[src/rtl/rr_grant_ctrl4_pkg.sv]
// ============================================================================
// Module   : rr_grant_ctrl4_pkg
// Brief    : Shared state encoding, requester count and round-robin pick.
// Revision : 1.0
// ============================================================================
`default_nettype none

package rr_grant_ctrl4_pkg;

    localparam int N_REQ = 4;

    typedef enum logic [1:0] {
        IDLE  = 2'd0,
        GRANT = 2'd1,
        GAP   = 2'd2
    } state_e;

    // First set request scanning ptr, ptr+1, ... (mod 4); returns ptr when req is empty.
    function automatic logic [1:0] rr_pick(input logic [N_REQ-1:0] req,
                                           input logic [1:0]       ptr);
        logic [1:0] idx;
        rr_pick = ptr;
        for (int k = N_REQ - 1; k >= 0; k--) begin
            idx = ptr + 2'(k);
            if (req[idx]) begin
                rr_pick = idx;
            end
        end
    endfunction

endpackage

`default_nettype wire

[src/rtl/rr_grant_ctrl4_dec2to4.sv]
// ============================================================================
// Module   : rr_grant_ctrl4_dec2to4
// Brief    : Enabled 2-to-4 one-hot decoder producing the next grant vector.
// Revision : 1.0
// ============================================================================
`default_nettype none

module rr_grant_ctrl4_dec2to4
    import rr_grant_ctrl4_pkg::*;
(
    input  logic [1:0]       sel_i,
    input  logic             en_i,
    output logic [N_REQ-1:0] onehot_o
);

    for (genvar i = 0; i < N_REQ; i++) begin : g_dec
        assign onehot_o[i] = en_i && (sel_i == 2'(i));
    end

endmodule

`default_nettype wire

[src/rtl/rr_grant_ctrl4.sv]
// ============================================================================
// Module   : rr_grant_ctrl4
// Brief    : Four-requester round-robin arbiter with bounded hold time and a
//            one-cycle turnaround gap between owners; all outputs registered.
// Revision : 1.0
// ============================================================================
`default_nettype none

module rr_grant_ctrl4
    import rr_grant_ctrl4_pkg::*;
#(
    parameter int HOLD_MAX = 16
) (
    input  logic             clk,
    input  logic             rst_n,
    input  logic [N_REQ-1:0] req_i,
    output logic [1:0]       sel_o,
    output logic [N_REQ-1:0] gnt_o,
    output logic             gnt_valid_o,
    output logic             preempt_o
);

    localparam int            CW        = $clog2(HOLD_MAX);
    localparam logic [CW-1:0] HOLD_LAST = CW'(HOLD_MAX - 1);

    state_e           state_q, state_d;
    logic [1:0]       ptr_q, ptr_d;
    logic [1:0]       sel_q, sel_d;
    logic [CW-1:0]    hold_q, hold_d;
    logic [N_REQ-1:0] gnt_q, gnt_d;
    logic             valid_q, valid_d;
    logic             preempt_q, preempt_d;
    logic             others_pending;

    // gnt_q equals onehot(sel_q) while in GRANT, so it masks out the owner.
    assign others_pending = |(req_i & ~gnt_q);

    always_comb begin
        state_d   = state_q;
        ptr_d     = ptr_q;
        sel_d     = sel_q;
        hold_d    = hold_q;
        valid_d   = 1'b0;
        preempt_d = 1'b0;
        case (state_q)
            IDLE, GAP: begin
                if (|req_i) begin
                    state_d = GRANT;
                    sel_d   = rr_pick(req_i, ptr_q);
                    hold_d  = '0;
                    valid_d = 1'b1;
                end else begin
                    state_d = IDLE;
                end
            end
            GRANT: begin
                if (!req_i[sel_q]) begin
                    state_d = GAP;
                    ptr_d   = sel_q + 2'd1;
                end else if ((hold_q == HOLD_LAST) && others_pending) begin
                    state_d   = GAP;
                    ptr_d     = sel_q + 2'd1;
                    preempt_d = 1'b1;
                end else begin
                    valid_d = 1'b1;
                    if (hold_q != HOLD_LAST) begin
                        hold_d = hold_q + 1'b1;
                    end
                end
            end
            default: begin
                state_d = IDLE;
            end
        endcase
    end

    rr_grant_ctrl4_dec2to4 u_dec (
        .sel_i    (sel_d),
        .en_i     (valid_d),
        .onehot_o (gnt_d)
    );

    always_ff @(posedge clk) begin
        if (!rst_n) begin
            state_q   <= IDLE;
            ptr_q     <= 2'd0;
            sel_q     <= 2'd0;
            hold_q    <= '0;
            gnt_q     <= '0;
            valid_q   <= 1'b0;
            preempt_q <= 1'b0;
        end else begin
            state_q   <= state_d;
            ptr_q     <= ptr_d;
            sel_q     <= sel_d;
            hold_q    <= hold_d;
            gnt_q     <= gnt_d;
            valid_q   <= valid_d;
            preempt_q <= preempt_d;
        end
    end

    assign sel_o       = sel_q;
    assign gnt_o       = gnt_q;
    assign gnt_valid_o = valid_q;
    assign preempt_o   = preempt_q;

endmodule

`default_nettype wire

[config.mk]
export PLATFORM = sky130hd
export DESIGN_NAME = rr_grant_ctrl4
export DESIGN_NICKNAME = d
export VERILOG_FILES = /design/src/rtl/rr_grant_ctrl4_pkg.sv /design/src/rtl/rr_grant_ctrl4_dec2to4.sv /design/src/rtl/rr_grant_ctrl4.sv
export SDC_FILE = /design/constraint.sdc
export NUM_CORES = 1
export LEC_CHECK = 0
export BUFFER_PORTS_ARGS = -buffer_cell sky130_fd_sc_hd__buf_2
export CAP_MARGIN = 25
export CORE_UTILIZATION = 50
export DETAILED_ROUTE_END_ITERATION = 10
export HOLD_SLACK_MARGIN = 0.12
export PLACE_DENSITY = 0.72
export SLEW_MARGIN = 40
export SYNTH_ARGS = -nofsm -noshare
export SYNTH_HDL_FRONTEND = slang
export SYNTH_SLANG_ARGS = --single-unit
[constraint.sdc]
create_clock -name clk -period 2.7 [get_ports clk]
set_clock_uncertainty 0.1 [all_clocks]
set_input_delay 0.27 -clock clk [delete_from_list [all_inputs] [get_ports clk]]
set_output_delay 0.27 -clock clk [all_outputs]
set_load 0.02 [all_outputs]
==> flow_metrics.env <==
export IMPL_port_buffers=13
export IMPL_async_flop_share=0
export IMPL_power_mw=0.5661
export IMPL_cts_buffers=3
export IMPL_ir_drop_mv=0.4161
export IMPL_syn_area_per_cell_um2=9.331
export IMPL_vias=626
export IMPL_final_hold_viol_count=0
export IMPL_synth_cells=83
export IMPL_cts_tree="done"
export IMPL_drc=0
export IMPL_start_util=0.5669
export IMPL_hpwl_um=1125
export IMPL_min_delay_start="rst_n"
export IMPL_rows=13
export IMPL_via_per_inst=5.540
export IMPL_num_io_pins=14
export IMPL_wirelength_um=1470
export IMPL_p_per_area_mw_per_mm2=639.0
export IMPL_routedWlPerCell_um=13.01
export IMPL_criticalPathCategory="reg2reg"
export IMPL_gr_total_overflow=0
export IMPL_die_w_um=41.36
export IMPL_grt_pass1_vias=484
export IMPL_syn2layout_area_growth_pct=14.38
export IMPL_dieHeight_um=41.36
export IMPL_synth_area_um2=774.5
export IMPL_critPathLaunchType="flip-flop"
export IMPL_crit_start="sel_o[0]"
export IMPL_arrival_ps=1940
export IMPL_antenna_found_initial=0
export IMPL_setup_viol=0
export IMPL_clk_latency_ps=290
export IMPL_grt_pass1_wl_um=2118
export IMPL_drive_gt1_frac=0.2041
export IMPL_p_seq_frac=0.484
export IMPL_drtAntennaViolNets=0
export IMPL_switchingPower_mw=0.1694
export IMPL_p_int_mw=0.3967
export IMPL_status="finished clean"
export IMPL_post_cts_setup_buffer_count=0
export IMPL_pwr_share_comb=0.239
export IMPL_ys_ff_latch=16
export IMPL_max_freq_ghz=0.5382
export IMPL_tightest_slew_ps=544.4
export IMPL_setup_ws_ps=841.8
export IMPL_gp_congestion=0.7983
export IMPL_finalNetCount=106
export IMPL_relSlewSlack=0.6333
export IMPL_grt_max_degree=15
export IMPL_antenna_cells=0
export IMPL_cts_sinks=16
export IMPL_hold_buffers=0
export IMPL_p_leak_nw=0.3766
export IMPL_period_minus_slack_ps=1858
export IMPL_htreeDepth=1
export IMPL_grt_usage=0.2040
export IMPL_drtIter0Drc=7
export IMPL_cts_buffer_depth=2
export IMPL_core_area_mm2=0.001366
export IMPL_pwr_share_clk=0.277
export IMPL_path_clk_slew_ps=100
export IMPL_reg2reg_from="sel_o[0]"
export IMPL_cp_end_kind="flip-flop"
export IMPL_cp_max_fo=6
export IMPL_switching_share=0.2992
export IMPL_cts_resized=0
export IMPL_die_area_mm2=0.001710
export IMPL_hp_class="in2reg"
export IMPL_worstPathRequired_ps=2780
export IMPL_rsz0062_at_grt="false"
export IMPL_syn_nets=90
export IMPL_place_ws_ps=854.0
export IMPL_synth_edff_count=0
export IMPL_ys_types=32
export IMPL_synthFlopType="dfxtp_1"
export IMPL_timing_final_crit_share=0.6882
export IMPL_yosys_warnings=0
export IMPL_drv_slew=0
export IMPL_cap_violations=0
export IMPL_ys_seq_area_frac=0.4136
export IMPL_drtPass1Iterations=4
export IMPL_tns_ps=0
export IMPL_root_buffer="clkbuf_4"
-- final timing paths --
check	cells after the start	slack, ps	end
worst min register to register	2	400	ptr_q[0]
worst max-delay path	4	840	gnt_o[2]
worst max register to register	4	840	gnt_o[2]
worst min-delay path	3	250	ptr_q[0]
-- cell usage after synthesis, types with 2 or more instances --
library cell,instances,area (µm²)
nor2_1,7,26.28
nand4_1,5,31.28
nand2_1,5,18.77
mux2i_1,2,20.02
o31a_1,2,17.52
xor2_1,3,26.28
inv_1,4,15.01
and2_1,2,12.51
nor2b_1,4,25.02
nand2b_1,6,37.54
nand3_1,3,15.01
a211oi_1,3,22.52
dfxtp_1,16,320.3
o21ai_0,3,15.01
-- cells in the final DEF (no fill, tap or decap), drive strengths merged, types with 2 or more instances in the layout --
master and n:
clkbuf 4, and3 2, nor2b 4, a21boi 2, mux2i 2, dfxtp 16
nand3 3, inv 4, o21ai 3, nand2 5, buf 13, nor2 7
o31a 2, a211oi 3, nand2b 6, nand4 5, and2 2, xor2 3
-- power by group through the flow --
stage / combinational, mW / clock [mW] / sequential [mW]
6_report: 0.135 / 0.157 / 0.274
5_1_grt: 0.148 / 0.170 / 0.278
4_1_cts: 0.136 / 0.161 / 0.274
3_5_place_dp: 0.136 / 0 / 0.280
3_3_place_gp: 0.134 / 0 / 0.279
2_1_floorplan: 0.0834 / 0 / 0.294
-- layer usage --
layer | track usage | vias to the layer above | part of all wire
li1 | - | 333 | -
met1 | 0.2700 | 276 | 0.50
met2 | 0.2891 | 13 | 0.44
met3 | 0.07979 | 4 | 0.044
met4 | 0.09677 | 0 | 0.014
met5 | 0 | - | 0
-- worst max-delay path, stage by stage (launching register included) --
cell	delay (ps)
dfxtp_1	430
mux4_2	600
and3_4	210
a22oi_4	210
and4b_1	220
-- logic make-up (layout without fill, tap and decap cells) --
logic type / Yosys count / in the layout / share of synthesized area
buffers and inverters: 6 / 21 / 0.03068
adders and majority gates: 1 / 1 / 0.01615
muxes: 3 / 3 / 0.05493
DFF: 16 / 16 / 0.4136
and+or+nand+nor: 39 / 39 / 0.2892
AOI/OAI and AO/OA: 15 / 15 / 0.1616
xor gates and xnor gates: 3 / 3 / 0.03393
-- registers in the layout, summed over array words and instances (netlist names) --
signal	cells
gnt_o	4
gnt_valid_o	1
hold_q	4
preempt_o	1
ptr_q	2
sel_o	2
state_q	2
-- stage by stage --
step                hold slack (ps)  instance area, µm²    util  instances
floorplan                     308.8               774.5       -         83
global placement              384.7               849.6  0.6218        109
detailed placement            386.2               849.6  0.6218        109
CTS                           239.8               885.9  0.6484        113
global route                  259.3               885.9  0.6484        113
finish                        248.6               885.9  0.6484        113
-- layout make-up --
cell class / count / area, µm²
Multi-Input combinational cell: 61 / 430.4
Fill cell: 131 / 480.5
Tap cell: 15 / 18.77
Timing Repair Buffer: 13 / 65.06
Sequential cell: 16 / 320.3
Clock buffer: 4 / 36.28
Inverter: 4 / 15.01
Note: power is estimated with default switching activity, not from simulation.
